File: src/rtl/ibex_multdiv_arb_if.sv
// Bundle between two requesters, the arbiter and the shared mult/div unit.
// The slave modport is the arbiter's view; master is the surrounding system's view.
interface ibex_multdiv_arb_if;
  logic [1:0]  req_i;
  logic [1:0]  req_div_i;
  logic [3:0]  req_operator_i;
  logic [3:0]  req_signed_mode_i;
  logic [63:0] req_op_a_i;
  logic [63:0] req_op_b_i;
  logic        kill_i;
  logic [1:0]  gnt_o;
  logic [1:0]  rvalid_o;
  logic [31:0] rdata_o;
  logic        err_o;
  logic        mult_en_o;
  logic        div_en_o;
  logic [1:0]  operator_o;
  logic [1:0]  signed_mode_o;
  logic [31:0] op_a_o;
  logic [31:0] op_b_o;
  logic        valid_i;
  logic [31:0] result_i;

  modport slave (
    input  req_i, req_div_i, req_operator_i, req_signed_mode_i, req_op_a_i, req_op_b_i,
    input  kill_i, valid_i, result_i,
    output gnt_o, rvalid_o, rdata_o, err_o, mult_en_o, div_en_o,
    output operator_o, signed_mode_o, op_a_o, op_b_o
  );

  modport master (
    output req_i, req_div_i, req_operator_i, req_signed_mode_i, req_op_a_i, req_op_b_i,
    output kill_i, valid_i, result_i,
    input  gnt_o, rvalid_o, rdata_o, err_o, mult_en_o, div_en_o,
    input  operator_o, signed_mode_o, op_a_o, op_b_o
  );
endinterface

File: src/rtl/ibex_multdiv_arb.sv
// Round-robin arbiter sharing one mult/div unit between two requesters, with watchdog and kill.
// Grant is combinational in IDLE; response one cycle after unit valid; requests wait while busy.
module ibex_multdiv_arb #(
  parameter int unsigned TIMEOUT = 40
) (
  input logic               clk_i,
  input logic               rst_ni,
  ibex_multdiv_arb_if.slave bus
);

  typedef enum logic [1:0] {IDLE, BUSY, DONE} state_e;

  localparam logic [7:0] WdLast = 8'(TIMEOUT - 1);

  state_e      state_q, state_d;
  logic        rr_q, rr_d;
  logic        owner_q, owner_d;
  logic        div_q, div_d;
  logic [1:0]  operator_q, operator_d;
  logic [1:0]  signed_q, signed_d;
  logic [31:0] op_a_q, op_a_d;
  logic [31:0] op_b_q, op_b_d;
  logic [31:0] data_q, data_d;
  logic        err_q, err_d;
  logic [7:0]  cnt_q, cnt_d;
  logic [1:0]  gnt;
  logic        win;

  always_ff @(posedge clk_i or negedge rst_ni) begin
    if (!rst_ni) begin
      state_q    <= IDLE;
      rr_q       <= 1'b0;
      owner_q    <= 1'b0;
      div_q      <= 1'b0;
      operator_q <= '0;
      signed_q   <= '0;
      op_a_q     <= '0;
      op_b_q     <= '0;
      data_q     <= '0;
      err_q      <= 1'b0;
      cnt_q      <= '0;
    end else begin
      state_q    <= state_d;
      rr_q       <= rr_d;
      owner_q    <= owner_d;
      div_q      <= div_d;
      operator_q <= operator_d;
      signed_q   <= signed_d;
      op_a_q     <= op_a_d;
      op_b_q     <= op_b_d;
      data_q     <= data_d;
      err_q      <= err_d;
      cnt_q      <= cnt_d;
    end
  end

  always_comb begin
    state_d    = state_q;
    rr_d       = rr_q;
    owner_d    = owner_q;
    div_d      = div_q;
    operator_d = operator_q;
    signed_d   = signed_q;
    op_a_d     = op_a_q;
    op_b_d     = op_b_q;
    data_d     = data_q;
    err_d      = err_q;
    cnt_d      = cnt_q;
    gnt        = 2'b00;
    // rr_q names the requester that wins a tie
    win        = (bus.req_i == 2'b11) ? rr_q : bus.req_i[1];

    unique case (state_q)
      IDLE: begin
        if (bus.req_i != 2'b00) begin
          gnt        = win ? 2'b10 : 2'b01;
          owner_d    = win;
          rr_d       = ~win;
          div_d      = bus.req_div_i[win];
          operator_d = win ? bus.req_operator_i[3:2]    : bus.req_operator_i[1:0];
          signed_d   = win ? bus.req_signed_mode_i[3:2] : bus.req_signed_mode_i[1:0];
          op_a_d     = win ? bus.req_op_a_i[63:32]      : bus.req_op_a_i[31:0];
          op_b_d     = win ? bus.req_op_b_i[63:32]      : bus.req_op_b_i[31:0];
          cnt_d      = '0;
          state_d    = BUSY;
        end
      end
      BUSY: begin
        cnt_d = cnt_q + 8'd1;
        if (bus.kill_i) begin
          state_d = IDLE;
        end else if (bus.valid_i) begin
          data_d  = bus.result_i;
          err_d   = 1'b0;
          state_d = DONE;
        end else if (cnt_q == WdLast) begin
          data_d  = '0;
          err_d   = 1'b1;
          state_d = DONE;
        end
      end
      DONE: state_d = IDLE;
      default: state_d = IDLE;
    endcase
  end

  // state_q already reads IDLE under reset, but gnt is combinational on req_i
  assign bus.gnt_o         = gnt & {2{rst_ni}};
  assign bus.mult_en_o     = (state_q == BUSY) && !div_q;
  assign bus.div_en_o      = (state_q == BUSY) && div_q;
  assign bus.operator_o    = operator_q;
  assign bus.signed_mode_o = signed_q;
  assign bus.op_a_o        = op_a_q;
  assign bus.op_b_o        = op_b_q;
  assign bus.rvalid_o      = (state_q != DONE) ? 2'b00 : (owner_q ? 2'b10 : 2'b01);
  assign bus.rdata_o       = (state_q == DONE) ? data_q : 32'd0;
  assign bus.err_o         = (state_q == DONE) && err_q;

endmodule

File: src/flat_wrapper.sv
// flat-port wrapper written by rule: the top's interface ports become plain ports
module ibex_multdiv_arb_flat 
#(
  parameter int unsigned TIMEOUT = 40
)
  (clk_i, rst_ni, bus_req_i, bus_req_div_i, bus_req_operator_i, bus_req_signed_mode_i, bus_req_op_a_i, bus_req_op_b_i, bus_kill_i, bus_valid_i, bus_result_i, bus_gnt_o, bus_rvalid_o, bus_rdata_o, bus_err_o, bus_mult_en_o, bus_div_en_o, bus_operator_o, bus_signed_mode_o, bus_op_a_o, bus_op_b_o);
  ibex_multdiv_arb_if bus_i ();
  input logic clk_i;
  input logic rst_ni;
  input wire logic [$bits(bus_i.req_i)-1:0] bus_req_i;
  input wire logic [$bits(bus_i.req_div_i)-1:0] bus_req_div_i;
  input wire logic [$bits(bus_i.req_operator_i)-1:0] bus_req_operator_i;
  input wire logic [$bits(bus_i.req_signed_mode_i)-1:0] bus_req_signed_mode_i;
  input wire logic [$bits(bus_i.req_op_a_i)-1:0] bus_req_op_a_i;
  input wire logic [$bits(bus_i.req_op_b_i)-1:0] bus_req_op_b_i;
  input wire logic [$bits(bus_i.kill_i)-1:0] bus_kill_i;
  input wire logic [$bits(bus_i.valid_i)-1:0] bus_valid_i;
  input wire logic [$bits(bus_i.result_i)-1:0] bus_result_i;
  output wire logic [$bits(bus_i.gnt_o)-1:0] bus_gnt_o;
  output wire logic [$bits(bus_i.rvalid_o)-1:0] bus_rvalid_o;
  output wire logic [$bits(bus_i.rdata_o)-1:0] bus_rdata_o;
  output wire logic [$bits(bus_i.err_o)-1:0] bus_err_o;
  output wire logic [$bits(bus_i.mult_en_o)-1:0] bus_mult_en_o;
  output wire logic [$bits(bus_i.div_en_o)-1:0] bus_div_en_o;
  output wire logic [$bits(bus_i.operator_o)-1:0] bus_operator_o;
  output wire logic [$bits(bus_i.signed_mode_o)-1:0] bus_signed_mode_o;
  output wire logic [$bits(bus_i.op_a_o)-1:0] bus_op_a_o;
  output wire logic [$bits(bus_i.op_b_o)-1:0] bus_op_b_o;
  assign bus_i.req_i = bus_req_i;
  assign bus_i.req_div_i = bus_req_div_i;
  assign bus_i.req_operator_i = bus_req_operator_i;
  assign bus_i.req_signed_mode_i = bus_req_signed_mode_i;
  assign bus_i.req_op_a_i = bus_req_op_a_i;
  assign bus_i.req_op_b_i = bus_req_op_b_i;
  assign bus_i.kill_i = bus_kill_i;
  assign bus_i.valid_i = bus_valid_i;
  assign bus_i.result_i = bus_result_i;
  assign bus_gnt_o = bus_i.gnt_o;
  assign bus_rvalid_o = bus_i.rvalid_o;
  assign bus_rdata_o = bus_i.rdata_o;
  assign bus_err_o = bus_i.err_o;
  assign bus_mult_en_o = bus_i.mult_en_o;
  assign bus_div_en_o = bus_i.div_en_o;
  assign bus_operator_o = bus_i.operator_o;
  assign bus_signed_mode_o = bus_i.signed_mode_o;
  assign bus_op_a_o = bus_i.op_a_o;
  assign bus_op_b_o = bus_i.op_b_o;
  ibex_multdiv_arb #(.TIMEOUT(TIMEOUT)) u_core (.clk_i(clk_i), .rst_ni(rst_ni), .bus(bus_i));
endmodule
File: config.mk
export PLATFORM = sky130hd
export DESIGN_NAME = ibex_multdiv_arb_flat
export DESIGN_NICKNAME = d
export VERILOG_FILES = /design/src/rtl/ibex_multdiv_arb_if.sv /design/src/rtl/ibex_multdiv_arb.sv /design/src/flat_wrapper.sv
export SDC_FILE = /design/constraint.sdc
export NUM_CORES = 1
export LEC_CHECK = 0
export ABC_AREA = 1
export ABC_CLOCK_PERIOD_IN_PS = 1300
export CAP_MARGIN = 0
export CORE_MARGIN = 5
export CORE_UTILIZATION = 35
export CTS_BUF_LIST = sky130_fd_sc_hd__clkbuf_16
export DETAILED_ROUTE_END_ITERATION = 8
export GPL_TIMING_DRIVEN = 0
export PLACE_DENSITY = 0.74
export SKIP_LAST_GASP = 1
export SYNTH_ARGS = -nofsm -noshare
export SYNTH_HDL_FRONTEND = slang
export SYNTH_SLANG_ARGS = --single-unit
File: constraint.sdc
create_clock -name clk_i -period 1.3 [get_ports clk_i]
set_input_delay 0.13 -clock clk_i [delete_from_list [all_inputs] [get_ports clk_i]]
set_output_delay 0.13 -clock clk_i [all_outputs]
set_load 0.02 [all_outputs]
### After elaboration in Yosys (flattened, before gate mapping)

Cells that the tools add are included.

| operators by class | value |
|---|---|
| mux-type cells | 24 |
| reductions and logical operators | 12 |
| $add $sub $neg | 1 |
| magnitude comparators | 1 |
| equality and inequality tests | 7 |
| bitwise gates (word level) | 3 |

Operator list:

| kind | number |
|---|---|
| $mux 32 | 5 |
| $mux 2 | 11 |
| $pmux 8 s2 | 1 |
| $add 8x1->8 const B | 1 |
| $eq 8x6->1 const B | 1 |
| $mux 8 | 1 |
| $reduce_and 2->1 | 3 |
| $reduce_bool 2->1 | 3 |
| $mux 1 | 5 |
| $eq 2x2->1 const B | 2 |
| $ne 4x3->1 const B | 1 |
| $pmux 2 s2 | 1 |
| $logic_and 1x1->1 | 3 |
| $reduce_and 3->1 | 1 |
| $and 2x2->2 | 1 |
| $eq 2x1->1 const B | 1 |
| $logic_not 2->1 | 1 |
| $lt 1x2->1 const B | 1 |
| $ne 2x1->1 const B | 1 |
| $ne 2x2->1 const B | 1 |
| $not 1->1 | 2 |
| $logic_not 1->1 | 1 |

| storage, ports and cells | value |
|---|---|
| register bits after elaboration | 114 |
| input bits | 176 |
| logic and storage cells | 59 |
| output and inout bits | 107 |

### Longest topological paths before layout

| depth | value |
|---|---|
| depth in word-level cells | 6 |
| gate-level depth with buffers | 9 |
| mapped depth without buffers | 8 |

### Worst setup path before layout

No wires, ideal clock.

| timing path | value |
|---|---|
| kind | register to output |
| start | register u_core.state_q[1] |
| end | output port bus_gnt_o[1] |
| data required time | 1170 ps |
| slack | -143 ps |
| data arrival time | 1313 ps |
| cell stages (with the launch flop) | 7 |
| buffers on the path | 1 |
| cell sequence | dfrtp_1 nor2_2 inv_2 nor2_2 buf_2 inv_1 nor2_1 |

| between the ends | value |
|---|---|
| cells in the longest elaborated chain, start to end | 3 |

Ends and longest elaborated chain:

| element | RTL line | source |
|---|---|---|
| start: declaration | ibex_multdiv_arb.sv:15 | `state_e state_q, state_d;` |
| start signal: assignment | ibex_multdiv_arb.sv:43 | `state_q <= state_d;` |
| $logic_not 2->1 | ibex_multdiv_arb.sv:73 | `unique case (state_q)` |
| $mux 2 | ibex_multdiv_arb.sv:73 |  |
| $and 2x2->2 | ibex_multdiv_arb.sv:108 | `assign bus.gnt_o = gnt & {2{rst_ni}};` |
| end: declaration | flat_wrapper.sv:19 | `output wire logic [$bits(bus_i.gnt_o)-1:0] bus_gnt_o;` |

No other way between the ends.

### Worst setup path in the final report

| timing path | value |
|---|---|
| start | register u_core.state_q[0] |
| end | output port bus_rdata_o[12] |

| between the ends | value |
|---|---|
| cells in the longest elaborated chain, start to end | 2 |

Ends and longest elaborated chain:

| element | RTL line | source |
|---|---|---|
| $eq 2x2->1 | ibex_multdiv_arb.sv:116 | `assign bus.rdata_o = (state_q == DONE) ? data_q : 32'd0;` |
| $mux 32 | ibex_multdiv_arb.sv:116 |  |
| end: declaration | flat_wrapper.sv:21 | `output wire logic [$bits(bus_i.rdata_o)-1:0] bus_rdata_o;` |

No other way between the ends.

==> metrics.yaml <==
placement:
  port_buffers: 281
  dp_slack_ps: -1010
  place_hpwl_um: 14000
  post_dp_cell_area_mm2: 0.00827
  placedCellCount: 1139
  place_congestion: 0.847
synth:
  synth_seq_area_share: 0.550
  syn_nets: 850
  synth.distinct_cells: 17
  post_synth.cell_area_avg_um2: 7.71
  yosys-top-cells-area: "dfrtp_1 55%, nand2_1 21%, nand3_1 10%"
  ys_warn_count: 0
  ys_ff_latch: 114
  synth_top_cell_by_area: "dfrtp_1"
  syn_area_mm2: 0.00519
  yosys.area.top_type_share: 0.550
  synthCells: 673
die:
  start_util: 0.357
  die_area_mm2: 0.0174
  io_pins: 283
  die_h_um: 132
  rows: 44
  die_w_um: 132
  design.core.area_mm2: 0.0145
worst_setup_path:
  worstSetupStartpointType: "flop"
  crit_type: "flop to output pin"
  crit_required_ps: 1170
  critPathMaxFanout: 5
  cp.arrival_ps: 1480
  setup.worst_path.end_class: "output pin"
timing:
  holdWs_ps: -347
  fmax_mhz: 621
  setup_slack_ps: -310
  finalMaxSlewViolations: 0
  post-route-period-util: 1.24
  worst_pin_slew_ps: 684
  hold_viol_final: 49
  slew_headroom: 0.544
  finalSetupViolCount: 143
  rsz0062_at_grt: "true"
  post-route-min-period_ps: 1610
  fin_skew_ps: 11.4
cells_and_area:
  fin_cells: 1212
  layout-drive-gt1-share: 0.333
  layout_commonest_cell: "nand2_1"
  diodes: 0
  areaGrowthSynthToFinish_pct: 103
  num-nets-final: 1194
  layout_common_cells: "208 x nand2_1, 173 x clkdlybuf4s50_1, 112 x dfrtp_1"
  fin_area_mm2: 0.0106
cts:
  cts_tree: "built"
  cts-buffers-inserted: 17
  cts_sinks: 114
  cts_root_buffer: "clkbuf_16"
  clk_latency_ps: 420
  clkTransAtPathRegs_ps: 50
  htree_num_levels: 4
  clk_path_buf_depth: 2
job:
  max_cap_violations: 0
route:
  drc: 0
  first_iter_violations: 386
  via_count: 5841
  ant_nets: 0
  detail_route.wirelength_um: 21800
  via_per_inst: 4.82
  wl_per_cell_um: 18.0
  drtPass1Iterations: 5
status:
  status: "finished with violations"
  violations: "negative hold slack, negative setup slack"
power_and_ir_drop:
  power_leakage_nw: 5.53
  p_per_area_mw_per_mm2: 1890
  peakVddDrop_mv: 1.16
global_routing:
  grt_overflow: 0
  first_global_vias: 5727
  grt_pass1_wl_um: 30800
  grt_start_max_net_pins: 67
  track_usage: 0.224
  antenna_found_initial: 0
min_path:
  hold_path_class: "primary input to asynchronous set/reset pin"
## report_power, final
part / total (W) / internal, W / switching [W] / leakage, nW
clock network: 0.00430 / 0.00272 / 0.00158 / 0.267
registers: 0.00613 / 0.00518 / 0.000959 / 1.41
logic: 0.00951 / 0.00422 / 0.00530 / 3.85
total: 0.0199 / 0.0121 / 0.00783 / 5.53
## worst max-delay path, stage by stage (launching register included)
cell	delay, ps
dfrtp_2	440
inv_4	120
nand2_8	90
clkbuf_16	160
nor2_1	100
buf_4	160
## registers in the layout (all words and copies together) (netlist names), 2 cells and up
signal                    cells
u_core.data_q                32
u_core.bus.op_b_o            32
u_core.cnt_q                  8
u_core.bus.op_a_o            32
u_core.state_q                2
u_core.bus.operator_o         2
u_core.bus.signed_mode_o      2
## metrics by stage
step            util  setup TNS [ps]  power, W  hold WS, ps
2_1_floorplan      -            -493   0.00983         -166
3_3_place_gp   0.567         -589720    0.0137          454
3_5_place_dp   0.569          -57950    0.0138          107
4_1_cts        0.663          -26220    0.0186         -334
5_1_grt        0.726          -36500    0.0210         -312
6_report       0.726          -27640    0.0199         -347
## cell families after synthesis
group / share of synthesized area
adder cells (fa/ha/maj): 0.00241
flip-flops: 0.550
AO/OA/AOI/OAI: 0.0125
XOR/XNOR: 0.00169
AND/OR/NAND/NOR: 0.363
buffers and inverters: 0.0711
## per-layer routing
metal  global-route usage  share of wire
met1                0.271           0.38
met2                0.370           0.52
met4               0.0909          0.036
met3               0.0721          0.059
met5                    0              0
## timing repair
item	in CTS	in global routing
setup endpoints to repair	212	158
endpoints found under the hold margin	49	49
gates resized for setup	456	202
pin swaps	29	7
cloned	9	7
setup buffers	24	7
## cells in the mapped netlist (all sizes together)
cell      n
clkbuf   13
xor2      1
nand2   299
a22o      1
inv      54
nand3   107
ha        1
dfrtp   114
buf      21
o21ai    10
o22ai     1
nor2     51
## worst paths after layout
path / from / endpoint / slack [ps] / cells after the start
setup / recovery: u_core.state_q[0]$_DFFE_PN0P_ / bus_rdata_o[12] / -310 / 5
min in group clk_i: bus_valid_i / u_core.data_q[0]$_DFFE_PN0P_ / 100 / 3
hold / removal: rst_ni / u_core.data_q[28]$_DFFE_PN0P_ / -350 / 1
hold reg to reg: u_core.data_q[4]$_DFFE_PN0P_ / u_core.data_q[4]$_DFFE_PN0P_ / 470 / 2
setup reg to reg: u_core.state_q[0]$_DFFE_PN0P_ / u_core.data_q[18]$_DFFE_PN0P_ / -280 / 10
max in group asynchronous: rst_ni / u_core.state_q[0]$_DFFE_PN0P_ / 940 / 2
## area by class of cell
cell class                      instances  area, um2
Clock inverter                         13        104
Clock buffer                           17        425
Buffer                                 33        459
Sequential cell                       114       2860
Multi-Input combinational cell        473       3030
Timing Repair Buffer                  324       3220
Tap cell                              184        230
Inverter                               54        223
Fill cell                            1077       3980
Power figures use the tool's default switching activity.
